[src/rtl/accumulator_bank.sv]
// accumulator_bank
//   Bank of DEPTH signed accumulators fed one word per cycle (systolic array
//   output side). Words are written in entry order 0..DEPTH-1, either
//   overwriting (mode 0) or adding with saturation (mode 1). A pass ending
//   with acc_last_i on entry DEPTH-1 switches the bank to drain mode, where
//   entries are streamed out in order under valid/ready handshake. Completing
//   the drain clears the bank and re-opens it for filling.
//
// Ports
//   clk          : clock, rising edge
//   rst          : asynchronous active-low reset
//   acc_valid_i  : input word valid (ignored while draining)
//   acc_data_in  : signed input word, DATA_W bits
//   acc_mode_i   : 0 = overwrite entry, 1 = add to entry (saturating)
//   acc_last_i   : final pass marker, only honoured on the entry DEPTH-1 write
//   acc_ready_o  : bank accepts input (fill state)
//   out_valid_o  : drain word valid (drain state)
//   out_ready_i  : downstream accepts drain word
//   out_data_o   : drain word, ACC_W bits signed
//   out_idx_o    : index of drain word
//   out_last_o   : drain word is entry DEPTH-1
//   acc_sat_o    : sticky saturation flag, cleared when a drain completes
module accumulator_bank #(
   parameter int unsigned DEPTH  = 4,
   parameter int          DATA_W = 16,
   parameter int          ACC_W  = 32
) (
   input  logic                     clk,
   input  logic                     rst,
   input  logic                     acc_valid_i,
   input  logic [DATA_W-1:0]        acc_data_in,
   input  logic                     acc_mode_i,
   input  logic                     acc_last_i,
   output logic                     acc_ready_o,
   output logic                     out_valid_o,
   input  logic                     out_ready_i,
   output logic [ACC_W-1:0]         out_data_o,
   output logic [$clog2(DEPTH)-1:0] out_idx_o,
   output logic                     out_last_o,
   output logic                     acc_sat_o
);

   localparam int unsigned            IDX_W    = $clog2(DEPTH);
   localparam logic [IDX_W-1:0]       LAST_IDX = IDX_W'(DEPTH - 1);
   localparam logic signed [ACC_W-1:0] ACC_MAX = {1'b0, {(ACC_W-1){1'b1}}};
   localparam logic signed [ACC_W-1:0] ACC_MIN = {1'b1, {(ACC_W-1){1'b0}}};

   typedef enum logic {
      FILL  = 1'b0,
      DRAIN = 1'b1
   } state_t;

   state_t                  state, state_nxt;
   logic signed [ACC_W-1:0] entry [DEPTH];
   logic [IDX_W-1:0]        wr_ptr;
   logic [IDX_W-1:0]        rd_ptr;
   logic                    sat_q;

   logic                    wr_en;
   logic                    rd_xfer;
   logic                    fill_done;
   logic                    drain_done;

   logic signed [ACC_W-1:0] data_ext;
   logic signed [ACC_W-1:0] cur_entry;
   logic signed [ACC_W-1:0] rd_value;
   logic signed [ACC_W-1:0] wr_value;
   logic signed [ACC_W:0]   sum_wide;
   logic                    sum_ovf;

   // ---------------------------------------------------------------------
   // State register
   // ---------------------------------------------------------------------
   always_ff @(posedge clk or negedge rst) begin
      if (!rst) begin
         state <= FILL;
      end else begin
         state <= state_nxt;
      end
   end

   // ---------------------------------------------------------------------
   // Next state and handshake outputs
   // ---------------------------------------------------------------------
   always_comb begin
      state_nxt   = state;
      acc_ready_o = 1'b0;
      out_valid_o = 1'b0;
      wr_en       = 1'b0;
      rd_xfer     = 1'b0;
      fill_done   = 1'b0;
      drain_done  = 1'b0;
      case (state)
         FILL: begin
            acc_ready_o = 1'b1;
            wr_en       = acc_valid_i;
            fill_done   = acc_valid_i && (wr_ptr == LAST_IDX) && acc_last_i;
            if (fill_done) begin
               state_nxt = DRAIN;
            end
         end
         DRAIN: begin
            out_valid_o = 1'b1;
            rd_xfer     = out_ready_i;
            drain_done  = out_ready_i && (rd_ptr == LAST_IDX);
            if (drain_done) begin
               state_nxt = FILL;
            end
         end
         default: begin
            state_nxt = FILL;
         end
      endcase
   end

   // ---------------------------------------------------------------------
   // Entry selection for the write and read ports
   // ---------------------------------------------------------------------
   always_comb begin
      cur_entry = '0;
      rd_value  = '0;
      for (int unsigned i = 0; i < DEPTH; i++) begin
         if (wr_ptr == IDX_W'(i)) begin
            cur_entry = entry[i];
         end
         if (rd_ptr == IDX_W'(i)) begin
            rd_value = entry[i];
         end
      end
   end

   // ---------------------------------------------------------------------
   // Write value: sign-extend, add one bit wider and clamp on overflow.
   // Overflow shows up as the two top bits of the widened sum disagreeing;
   // the top bit then gives the true sign of the result.
   // ---------------------------------------------------------------------
   always_comb begin
      data_ext = ACC_W'($signed(acc_data_in));
      sum_wide = {cur_entry[ACC_W-1], cur_entry} + {data_ext[ACC_W-1], data_ext};
      sum_ovf  = sum_wide[ACC_W] ^ sum_wide[ACC_W-1];
      if (!acc_mode_i) begin
         wr_value = data_ext;
      end else if (sum_ovf) begin
         wr_value = sum_wide[ACC_W] ? ACC_MIN : ACC_MAX;
      end else begin
         wr_value = sum_wide[ACC_W-1:0];
      end
   end

   // ---------------------------------------------------------------------
   // Entries, pointers and sticky saturation flag
   // ---------------------------------------------------------------------
   always_ff @(posedge clk or negedge rst) begin
      if (!rst) begin
         for (int unsigned i = 0; i < DEPTH; i++) begin
            entry[i] <= '0;
         end
         wr_ptr <= '0;
         rd_ptr <= '0;
         sat_q  <= 1'b0;
      end else if (drain_done) begin
         for (int unsigned i = 0; i < DEPTH; i++) begin
            entry[i] <= '0;
         end
         wr_ptr <= '0;
         rd_ptr <= '0;
         sat_q  <= 1'b0;
      end else begin
         if (wr_en) begin
            for (int unsigned i = 0; i < DEPTH; i++) begin
               if (wr_ptr == IDX_W'(i)) begin
                  entry[i] <= wr_value;
               end
            end
            wr_ptr <= (wr_ptr == LAST_IDX) ? '0 : wr_ptr + IDX_W'(1);
            if (acc_mode_i && sum_ovf) begin
               sat_q <= 1'b1;
            end
         end
         if (rd_xfer) begin
            rd_ptr <= rd_ptr + IDX_W'(1);
         end
      end
   end

   // ---------------------------------------------------------------------
   // Drain outputs (forced to zero outside drain)
   // ---------------------------------------------------------------------
   always_comb begin
      out_data_o = out_valid_o ? rd_value : '0;
      out_idx_o  = rd_ptr;
      out_last_o = out_valid_o && (rd_ptr == LAST_IDX);
      acc_sat_o  = sat_q;
   end

endmodule

[config.mk]
export PLATFORM = sky130hd
export DESIGN_NAME = accumulator_bank
export DESIGN_NICKNAME = d
export VERILOG_FILES = /design/src/rtl/accumulator_bank.sv
export SDC_FILE = /design/constraint.sdc
export NUM_CORES = 1
export LEC_CHECK = 0
export CAP_MARGIN = 20
export CORE_MARGIN = 8
export CORE_UTILIZATION = 61
export DETAILED_ROUTE_END_ITERATION = 6
export GPL_ROUTABILITY_DRIVEN = 1
export PLACE_DENSITY_LB_ADDON = 0.2
export RECOVER_POWER = 100
export REMOVE_ABC_BUFFERS = 1
export SLEW_MARGIN = 10
export SYNTH_ARGS = -nofsm -noshare
export SYNTH_HDL_FRONTEND = slang
export SYNTH_SLANG_ARGS = --single-unit
[constraint.sdc]
create_clock -name clk -period 5.5 [get_ports clk]
set_input_delay 1.1 -clock clk [delete_from_list [all_inputs] [get_ports clk]]
set_output_delay 1.1 -clock clk [all_outputs]
set_load 0.005 [all_outputs]
==> results.toml <==
[route]
firstDrtPassIters = 5
postRouteAntennaNets = 0
post-route-drc-count = 0
drt-initial-drc-count = 983
vias_per_cell = 6.27
vias = 9738
finalWirelength_mm = 28.9
wire_per_inst_um = 18.6

[min_path]
min_path_type = "reg -> reg"

[synthesis]
synth_common_cells = "nor2_1 (227), nand2_1 (214), a21oi_1 (212)"
synth_xor_area_frac = 0.0250
synth_compound_area_frac = 0.285
synth_top_cell_by_area = "dfrtp_1"
synth_edf_count = 0
syn_avg_cell_area_um2 = 7.43
syn_area_um2 = 9790
synth_mux_area_frac = 0.0354
synthSimpleGateAreaFrac = 0.212
synth_top_cell_area_share = 0.342
ys_types = 72
synth_flop_cell = "dfrtp_1"
ys_ff_latch = 134
synthCells = 1317
synthArstFlopShare = 1.00
synth_top_family_by_area = "compound AO/OA/AOI/OAI gates"
synth.most_common_cell = "nor2_1"
yosysWarnings = 0
synthAdderAreaFrac = 0.0532
ys_top_cells_by_area = "dfrtp_1 (34%), a21oi_1 (11%), nor2_1 (8.7%)"
yosysSeqAreaShare = 0.342

[grt]
grt_start_max_net_pins = 92
grt_pass1_vias = 9055
top_usage_layer = "met2"
overflow = 0
grt_usage = 0.289
antenna_found_initial = 0
grt_pass1_wl_mm = 47.0
met3_usage = 0.0444
met2_usage = 0.454
use_met1 = 0.389

[setup_path]
cp.arrival_ns = 5.53
cp.required_ns = 5.87
cp-end-kind = "register"
cp_max_fo = 34
crit_path_start_kind = "register"
critical_path_class = "reg -> reg"

[clock_tree]
cts_sinks = 134
cts.path.max_buffers = 2
clk_latency_ns = 0.43
htreeDepth = 4
cts_tree = "built"
cts_made_buffers = 17
clk_pin_slew_worst_paths_ns = 0.06
cts_root_buf = "clkbuf_16"
hold_buffers = 0

[pwr]
ir_drop_uv = 537
total_power_mw = 8.84
p_per_area_nw_per_um2 = 795
p_leak_nw = 4.97

[die]
die-area_um2 = 20400
core-area_um2 = 15800
die_h_um = 143
rows = 46
initial_core_util = 0.621
boundaryPins = 60
fp.dieW_um = 143

[finish]
multiInputGateArea_um2 = 6000
fin_cells = 1554
seq_area_um2 = 3350
fin_area_um2 = 11100
drive_gt1_frac = 0.0837
utilization = 0.705
nets = 1388
syn2layout_area_growth_pct = 13.5
nFillCells = 1350
diodes = 0

[placement]
place_inst = 1521
io_buffers = 59
post-place-ws_ns = 0.454
hpwl_mm = 19.3
post_dp_cell_area_um2 = 10500
place.gp.congestion = 0.985

[sta]
whs_ns = 0.501
worst_pin_slew_ns = 2.36
max_clock_freq_mhz = 194
finalSetupViolations = 0
hold_viol_final = 0
tns_ns = 0
rsz0062_at_grt = "false"
final_min_period_over_clock_period = 0.937
skew_ns = 0.00677
max_slew_margin = -0.573
min_period_ns = 5.15
worst_slack_ns = 0.345
final_max_slew_viol_count = 92

[job]
maxCapViolations = 1

[run_status]
outcome = "complete, but fails checks"
violations = "max-capacitance violations, max-slew violations"
## final timing paths
| check | startpoint | end | slack, ns | cells after the start |
|---|---|---|---|---|
| max | wr_ptr[1]$_DFFE_PN0P_ | entry[10]$_DFFE_PN0P_ | 0.35 | 18 |
| min | acc_sat_o$_DFFE_PN0P_ | acc_sat_o$_DFFE_PN0P_ | 0.50 | 1 |
| max reg2reg | wr_ptr[1]$_DFFE_PN0P_ | entry[10]$_DFFE_PN0P_ | 0.35 | 18 |
| min reg2reg | acc_sat_o$_DFFE_PN0P_ | acc_sat_o$_DFFE_PN0P_ | 0.50 | 1 |
| max in group asynchronous | rst | entry[50]$_DFFE_PN0P_ | 2.03 | 2 |
| min in group asynchronous | rst | out_idx_o[0]$_DFFE_PN0P_ | 1.31 | 1 |
## worst max-delay path, cell delays in order, from the launching register on
cell and delay, ns:
dfrtp_1 0.40, inv_1 0.11, ha_2 0.62, buf_12 0.29
nor2_1 0.07, a21oi_1 0.11, nor2_1 0.05, a21oi_1 0.10
o21ai_0 0.19, ha_1 0.54, a21oi_1 0.11, o21ai_0 0.46
a21oi_1 0.17, o21a_1 0.26, o311ai_1 0.43, a21boi_2 0.11
buf_2 0.24, a211oi_1 0.54, mux2_2 0.27
## what timing repair did
item | CTS | global route
setup endpoints to repair | 0 | 10
setup buffers | 0 | 0
resized for setup | 0 | 1
## cell families (layout without fill, tap and decap cells)
logic type      after synthesis  after routing
fa+ha+maj                    41             41
xor+xnor                     28             28
flops                       134            134
buf+inv                     114            135
simple gates                510            510
mux                          31             31
compound gates              459            459
## per-layer routing
layer,up-vias,wire (µm)
met5,-,0
met4,0,887
met3,63,2230
met2,479,13100
met1,4552,12700
li1,4644,-
## power by group
part,internal (mW),leakage [nW],switching (mW),total [mW]
Sequential,1.46,1.65,0.379,1.84
Combinational,2.18,3.02,3.56,5.74
Clock,0.788,0.303,0.471,1.26
## placed cells by master, fill, tap and decap left out, drive strengths merged, types with 7 or more instances in the layout
cell             n
clkbuf          25
a21oi          216
nand3           10
nand2          214
dlygate4sd3     36
o21ai          112
mux2            29
o211ai           8
nor3            13
clkdlybuf4s50   22
buf             17
and3            13
nand4            7
ha              40
dfrtp          134
inv             24
xnor2           17
a22o            39
xor2            11
nor2           228
a211oi           8
a21o            10
## flip-flops by register name, summed over array words and instances, names as in the netlist
name / count
out_idx_o: 2
wr_ptr: 2
acc_sat_o: 1
state: 1
entry: 128
## layout make-up
| class | instances | share of cell area |
|---|---|---|
| Clock buffer | 19 | 0.0407 |
| Clock inverter | 13 | 0.0174 |
| Inverter | 22 | 0.00743 |
| Multi-Input combinational cell | 1069 | 0.540 |
| Sequential cell | 134 | 0.302 |
| Tap cell | 216 | 0.0243 |
| Timing Repair Buffer | 81 | 0.0687 |
(Power assumes the default switching activity.)
